[src/rtl/sdram_burst_responder.sv]
// Burst-read responder for the video SDRAM port: prefetches words from a
// single-word memory port into a small FIFO and streams them back one per cycle.
//
// state | meaning
// IDLE  | waiting for a burst request
// BURST | fetching into the FIFO and delivering one word per cycle
// ABORT | requester ended the burst; flush FIFO, retire any outstanding read
module sdram_burst_responder #(
    parameter int DEPTH     = 4,
    parameter int MAX_BURST = 256
) (
    input  logic        clk_sys_131_072,
    input  logic        reset,
    input  logic        sd_rd,
    input  logic [24:0] sd_rd_addr,
    input  logic        sd_end_burst,
    output logic        sd_data_available,
    output logic [15:0] sd_out,
    output logic        busy,
    output logic        burst_done,
    output logic        mem_rd,
    output logic [24:0] mem_addr,
    input  logic        mem_ack,
    input  logic [15:0] mem_q
);

    localparam int AW = $clog2(DEPTH);
    localparam int CW = 9;

    typedef enum logic [1:0] {
        IDLE,
        BURST,
        ABORT
    } state_t;

    state_t state, state_next;

    logic [24:0]   fetch_addr;
    logic [CW-1:0] fetched;
    logic [CW-1:0] delivered;
    logic [15:0]   fifo_mem [DEPTH];
    logic [AW-1:0] wr_ptr;
    logic [AW-1:0] rd_ptr;
    logic [AW:0]   count;

    logic accept;
    logic issue;
    logic push;
    logic pop;
    logic flush;
    logic ack_take;
    logic last_pop;

    assign ack_take = mem_rd && mem_ack;
    assign busy     = (state != IDLE);
    assign last_pop = pop && (delivered == CW'(MAX_BURST - 1));

    always_ff @(posedge clk_sys_131_072) begin
        if (reset) begin
            state <= IDLE;
        end else begin
            state <= state_next;
        end
    end

    always_comb begin
        state_next = state;
        accept     = 1'b0;
        issue      = 1'b0;
        push       = 1'b0;
        pop        = 1'b0;
        flush      = 1'b0;
        case (state)
            IDLE: begin
                if (sd_rd) begin
                    accept     = 1'b1;
                    state_next = BURST;
                end
            end
            BURST: begin
                // burst_done is high in the cycle carrying the final strobe
                if (burst_done) begin
                    state_next = IDLE;
                end else if (sd_end_burst) begin
                    state_next = ABORT;
                end else begin
                    push  = ack_take;
                    pop   = (count != '0);
                    issue = !mem_rd && (fetched < CW'(MAX_BURST))
                            && (count < (AW+1)'(DEPTH));
                end
            end
            ABORT: begin
                flush = 1'b1;
                if (!mem_rd || mem_ack) begin
                    state_next = IDLE;
                end
            end
            default: state_next = IDLE;
        endcase
    end

    always_ff @(posedge clk_sys_131_072) begin
        if (push) begin
            fifo_mem[wr_ptr] <= mem_q;
        end
    end

    always_ff @(posedge clk_sys_131_072) begin
        if (reset) begin
            sd_data_available <= 1'b0;
            sd_out            <= '0;
            burst_done        <= 1'b0;
            mem_rd            <= 1'b0;
            mem_addr          <= '0;
            fetch_addr        <= '0;
            fetched           <= '0;
            delivered         <= '0;
            wr_ptr            <= '0;
            rd_ptr            <= '0;
            count             <= '0;
        end else begin
            sd_data_available <= 1'b0;
            burst_done        <= 1'b0;

            if (accept) begin
                fetch_addr <= sd_rd_addr;
                fetched    <= '0;
                delivered  <= '0;
            end

            // an ack always retires the read, even when its data is discarded
            if (ack_take) begin
                mem_rd <= 1'b0;
            end
            if (issue) begin
                mem_rd   <= 1'b1;
                mem_addr <= fetch_addr;
            end

            if (push) begin
                fetch_addr <= fetch_addr + 25'd1;
                fetched    <= fetched + CW'(1);
                wr_ptr     <= wr_ptr + AW'(1);
            end

            if (pop) begin
                sd_out            <= fifo_mem[rd_ptr];
                sd_data_available <= 1'b1;
                delivered         <= delivered + CW'(1);
                rd_ptr            <= rd_ptr + AW'(1);
            end

            if (last_pop) begin
                burst_done <= 1'b1;
            end

            if (flush || accept) begin
                wr_ptr <= '0;
                rd_ptr <= '0;
                count  <= '0;
            end else if (push && !pop) begin
                count <= count + (AW+1)'(1);
            end else if (pop && !push) begin
                count <= count - (AW+1)'(1);
            end
        end
    end

endmodule

[config.mk]
export PLATFORM = sky130hd
export DESIGN_NAME = sdram_burst_responder
export DESIGN_NICKNAME = d
export VERILOG_FILES = /design/src/rtl/sdram_burst_responder.sv
export SDC_FILE = /design/constraint.sdc
export NUM_CORES = 1
export LEC_CHECK = 0
export ABC_CLOCK_PERIOD_IN_PS = 3020
export CORE_MARGIN = 2
export CORE_UTILIZATION = 35
export DETAILED_ROUTE_END_ITERATION = 6
export GPL_ROUTABILITY_DRIVEN = 0
export SLEW_MARGIN = 20
export SYNTH_ARGS = -nofsm -noshare
export SYNTH_HDL_FRONTEND = slang
export SYNTH_SLANG_ARGS = --single-unit
[constraint.sdc]
create_clock -name clk_sys_131_072 -period 3.02 [get_ports clk_sys_131_072]
set_input_delay 0.604 -clock clk_sys_131_072 [delete_from_list [all_inputs] [get_ports clk_sys_131_072]]
set_output_delay 0.604 -clock clk_sys_131_072 [all_outputs]
set_load 0.03 [all_outputs]
Word-level counts from Yosys, hierarchy flattened
Memories as Yosys holds them, arrays and structs flattened. A register that Yosys moved wholly into a read port is not among the register bits.
Cells that the tools add are included.

cells by class
  add/subtract/negate cells = 7
  $mul = 0
  divide/modulo/power cells = 0
  magnitude comparators = 2
  equal/unequal tests = 6
  shifts and indexed selects = 0
  multiplexer cells = 30
  bitwise operators = 0
  reduce and logical (&&, ||, !) cells = 20

operator list
  cell                                              number
  two-way mux 25 bit                                2
  two-way mux 9 bit                                 3
  adder 25 x 1 -> 25 bit, second input constant     1
  adder 9 x 1 -> 9 bit, second input constant       2
  two-way mux 1 bit                                 18
  nonzero test 2 bit                                5
  == test 9 x 8 -> 1 bit, second input constant     1
  < comparator 9 bit, second input constant         1
  two-way mux 2 bit                                 4
  logical AND 1 bit                                 6
  two-way mux 3 bit                                 2
  one-hot mux 2 bit (3 select lines)                1
  adder 2 x 1 -> 2 bit, second input constant       2
  inequality test 2 bit, second input constant      2
  adder 3 x 1 -> 3 bit, second input constant       1
  zero test 1 bit                                   3
  < comparator 3 bit, second input constant         1
  inequality test 3 bit, second input constant      1
  AND reduction 3 bit                               1
  nonzero test 3 bit                                1
  subtractor 3 x 1 -> 3 bit, second input constant  1
  == test 2 x 1 -> 1 bit, second input constant     1
  == test 2 bit, second input constant              1
  zero test 2 bit                                   1
  other kinds (2)                                   3

storage, ports and cells
  bits in registers = 80
  latch bits = 0
  bits in writable memories = 64
  ROM bits = 0
  input bits = 46
  output and inout port bits = 45
  logic and storage cells = 77
  memories kept = 1

memories
  name      depth  bits a word  read ports  clocked after memory_dff  wr ports  line  text
  fifo_mem  4      16           1           1                         1         41    logic [15:0] fifo_mem [DEPTH];

Longest topological paths before layout
  word-level depth = 8
  gate-level depth with buffers = 11
  mapped depth without buffers = 9

Worst setup path before layout
No wires, ideal clock.

  path kind = input port to flip-flop
  from = in sd_end_burst
  to = reg count[2]
  library setup time = 71 ps
  arrival time = 2,979 ps
  data required time = 2,949 ps
  path slack = -30 ps
  stages on the path = 11
  path buffers = 2
  cells stage by stage = or4b_1 buf_2 or2_4 clkinv_1 buf_2 ha_1 inv_1 fa_1 xor2_1 or3_1 a21oi_1

between the ends
  cells in the longest elaborated chain, start to end = 6
  elaborated cells on any way between the ends = 12
  those cells by class = 7 x mux; 5 x reduce/logical

RTL lines
  item                                                     line      text
  start: declaration                                       16        input logic sd_end_burst,
  two-way mux 1 bit                                        84        end else if (sd_end_burst) begin
  two-way mux 1 bit                                        82        if (burst_done) begin
  two-way mux 1 bit                                        73        case (state)
  zero test 1 bit, on equally long branches                162, 164
  logical AND 1 bit, on equally long branches              162, 164
  two-way mux 3 bit or nonzero test 2 bit (tied branches)  -
  end signal: assignment                                   163       count <= count + (AW+1)'(1);
  end signal: assignment                                   165       count <= count - (AW+1)'(1);
  end: declaration                                         44        logic [AW:0] count;

Several ways; a longest one is shown, not always the timed one.
A chain may end at the register's enable or synchronous reset.

Worst setup path after layout
Ends and elaborated chain as after synthesis.

==> summary.txt <==
Clock network
  • CTS clk-pin slew, worst paths: 0.06 ns
  • Clock Latency Late Sink: 0.42 ns
  • CTS Sinks: 160
  • Inserted Clock Buffers: 17
  • Hold-fix buffers at CTS: 0
  • Clock root buffer: clkbuf_16
  • Post-CTS Setup Bufs: 0
  • H-tree depth: 4
  • Post-CTS Resized: 0
  • Clk buf depth: 2
  • TritonCTS clock tree: done

STA
  • Final hold slack: 0.4538 ns
  • Final period util: 93.06%
  • Tmin final: 2.811 ns
  • Setup Skew: 0.009152 ns
  • Worst-margin pin slew: 0.9136 ns
  • Slew Viols, Final: 0
  • Max_slew headroom: 39.01%
  • Final hold violations: 0
  • Final WS setup: 0.2095 ns
  • Final setup violation count: 0
  • RSZ-0062 raised after global routing: false
  • FMAX: 355.8 MHz

Critical path
  • Kind of critical path: input pin to register
  • Worst Path Max Fanout: 2
  • Type of origin of the critical path: input pin
  • Required @ worst endpoint: 3.36 ns
  • Reg2Reg Depth: 9
  • CP endpoint kind: register
  • Critical path arrival: 3.15 ns

Synthesis
  • Adder-Cell Fraction of Synth Area: 2.022%
  • Synth warnings: 0
  • Post-Synth Simple-Gate Area: 17.41%
  • Commonest register cell after synthesis: dfxtp_1
  • Synth area leaders: dfxtp_1 29%, edfxtp_1 29%, nand2_1 6.2%, a21oi_1 6.0%, mux4_2 5.5%
  • Main combinational cell family by area after synthesis: simple AND/OR/NAND/NOR gates
  • Post-synthesis compound-gate area fraction: 11.08%
  • Seq/Total Area, Yosys: 58.59%
  • EDFF count, synth: 64
  • Yosys top cell area share: 29.30%
  • Mux contribution to synthesized area: 6.161%
  • XOR/XNOR share of the synthesized area: 1.736%
  • Synth Register Bits: 160
  • Cell taking the most area after synthesis: dfxtp_1
  • Synth async-reset ratio: 0%
  • Distinct cell type count after synthesis: 51
  • Syn Inst Count: 621
  • Syn avg cell area: 10.56 um^2
  • Mapped Nets: 677
  • Cell area after synthesis: 6560 um^2

GRT
  • Met3 usage: 4.314%
  • Initial antenna violation count: 0
  • GR peak layer: met2
  • Met2 usage: 27.21%
  • Largest net degree at the start of global routing: 29
  • Grt total ovfl: 0
  • First-pass GRT wire length: 25140 um
  • Global Route Usage Sum: 16.21%
  • Number of global-route vias before repair: 4958
  • Met1 Use GR: 20.79%

Placement
  • Placed insts: 929
  • Input/output buffers: 90
  • Dpl ws: -0.2232 ns
  • Area after DPL: 7824 um^2
  • DP Wirelength: 10620 um

Layout
  • Layout area overhead: 27.54%
  • Share of layout cells above drive strength 1: 10.87%
  • N_diodes: 0
  • Final layout net count: 770
  • Post-Layout Cell Count: 961
  • Final instance area: 8367 um^2

Floorplanning
  • Die area: 19850 um^2
  • Chip width: 140.9 um
  • Height of the die: 140.9 um
  • Io pins: 91
  • Initial Util: 35.43%
  • # rows: 50
  • Area of the core: 18520 um^2

Min path
  • Hold depth: 2
  • HP Class: register to register

Power
  • Seq pwr share: 51.1%
  • Sw frac: 23.23%
  • Combinational share of power: 5.3%
  • PD cells: 540.3 nW/um^2
  • Maximum vdd drop: 371.5 uV
  • Design Power: 4521 uW
  • Power share of the clock group: 43.6%
  • Switching pwr: 1050 uW
  • Internal power: 3471 uW
  • Leak Pwr: 0.002719 uW

Detailed routing
  • Avg WL per Cell: 16.28 um
  • Vias: 5034
  • Final WL: 15650 um
  • Antenna viol nets, final: 0
  • Initial DRT Pass Iterations: 4
  • DRT iter0 DRCs: 386
  • Remaining DRCs: 0
  • Vias per inst: 5.238

Flow run
  • Max Cap Viol: 0

Outcome
  • Outcome: finished, final reports clean
-- state kept, by name (all words and copies together) (netlist names) --
register           flops
count                  3
rd_ptr                 2
wr_ptr                 2
fetch_addr            25
sd_data_available      1
state                  2
delivered              9
mem_rd                 1
sd_out                16
burst_done             1
mem_addr              25
fetched                9
fifo_mem              64
-- worst max-delay path: stages --
cell,delay (ns)
clkdlybuf4s50_1,0.48
or4b_1,0.55
or2_4,0.27
clkinv_1,0.06
ha_1,0.16
inv_1,0.06
fa_1,0.37
xor2_1,0.15
or3_1,0.30
a21oi_1,0.15
-- stage by stage --
| step | util, % | TNS, ns |
|---|---|---|
| after global routing | 45.18 | 0 |
| after floorplan | - | 0 |
| after global placement | 42.25 | -0.1527 |
| final | 45.18 | 0 |
| after detailed placement | 42.25 | -0.2232 |
| after CTS | 45.18 | 0 |
-- power by group through the flow --
stage	Sequential [uW]	Combinational (uW)	Clock (uW)
2_1_floorplan	2360	108	0
3_3_place_gp	2360	236	0
3_5_place_dp	2360	240	0
4_1_cts	2310	242	2030
5_1_grt	2310	263	2130
6_report	2310	241	1970
-- routing by layer --
metal  vias up  wire (um)
li1       2433          -
met2       165       7449
met1      2425       7080
met4         0        143
met5         -          0
met3        11        975
-- cells in the mapped netlist (4+ instances only) --
master / number
nand2_1: 109
dfxtp_1: 96
a21oi_1: 78
edfxtp_1: 64
nor2_1: 36
clkbuf_1: 31
nand3_1: 21
mux4_2: 16
and3_1: 13
nor3_1: 12
nand4_1: 11
o21ai_0: 10
ha_1: 9
inv_1: 9
nor4_1: 9
or3_1: 9
a31oi_1: 8
and2_1: 7
xor2_1: 7
xnor2_1: 6
a211oi_1: 4
a22oi_1: 4
buf_2: 4
o211ai_1: 4
or2_2: 4
-- logic make-up after synthesis --
logic type | after synthesis
adders and majority gates | 10
xor gates and xnor gates | 13
and+or+nand+nor | 243
DFF | 160
AOI/OAI and AO/OA | 126
muxes | 20
buffers and inverters | 49
-- path summary, 6_finish.rpt --
check                     from     endpoint  slack (ns)
setup / recovery  sd_end_burst     count[2]        0.21
hold / removal     mem_addr[9]  mem_addr[9]        0.45
setup reg to reg      state[1]     count[2]        0.54
hold reg to reg    mem_addr[9]  mem_addr[9]        0.45
-- layout make-up --
cell class              count  area, um^2
clock buffers              19       442.9
clock inverters            13       100.1
fillers                  1750       10150
inverters                  10       37.54
multi-input cells         412        2531
flip-flops and latches    160        3844
well taps                 234       292.8
repair buffers            113        1119
-- cells in the final DEF (no fill, tap or decap), types with 6 or more instances in the layout --
cell / count
a21oi_1: 78
a31oi_1: 8
and2_1: 7
and3_1: 13
buf_4: 19
clkbuf_16: 17
clkdlybuf4s50_1: 89
dfxtp_1: 96
edfxtp_1: 64
ha_1: 9
inv_1: 9
inv_6: 7
mux4_2: 16
nand2_1: 109
nand3_1: 21
nand4_1: 11
nor2_1: 35
nor3_1: 12
nor4_1: 9
o21ai_0: 10
or3_1: 9
xnor2_1: 6
xor2_1: 7
Power figures use the tool's default switching activity.
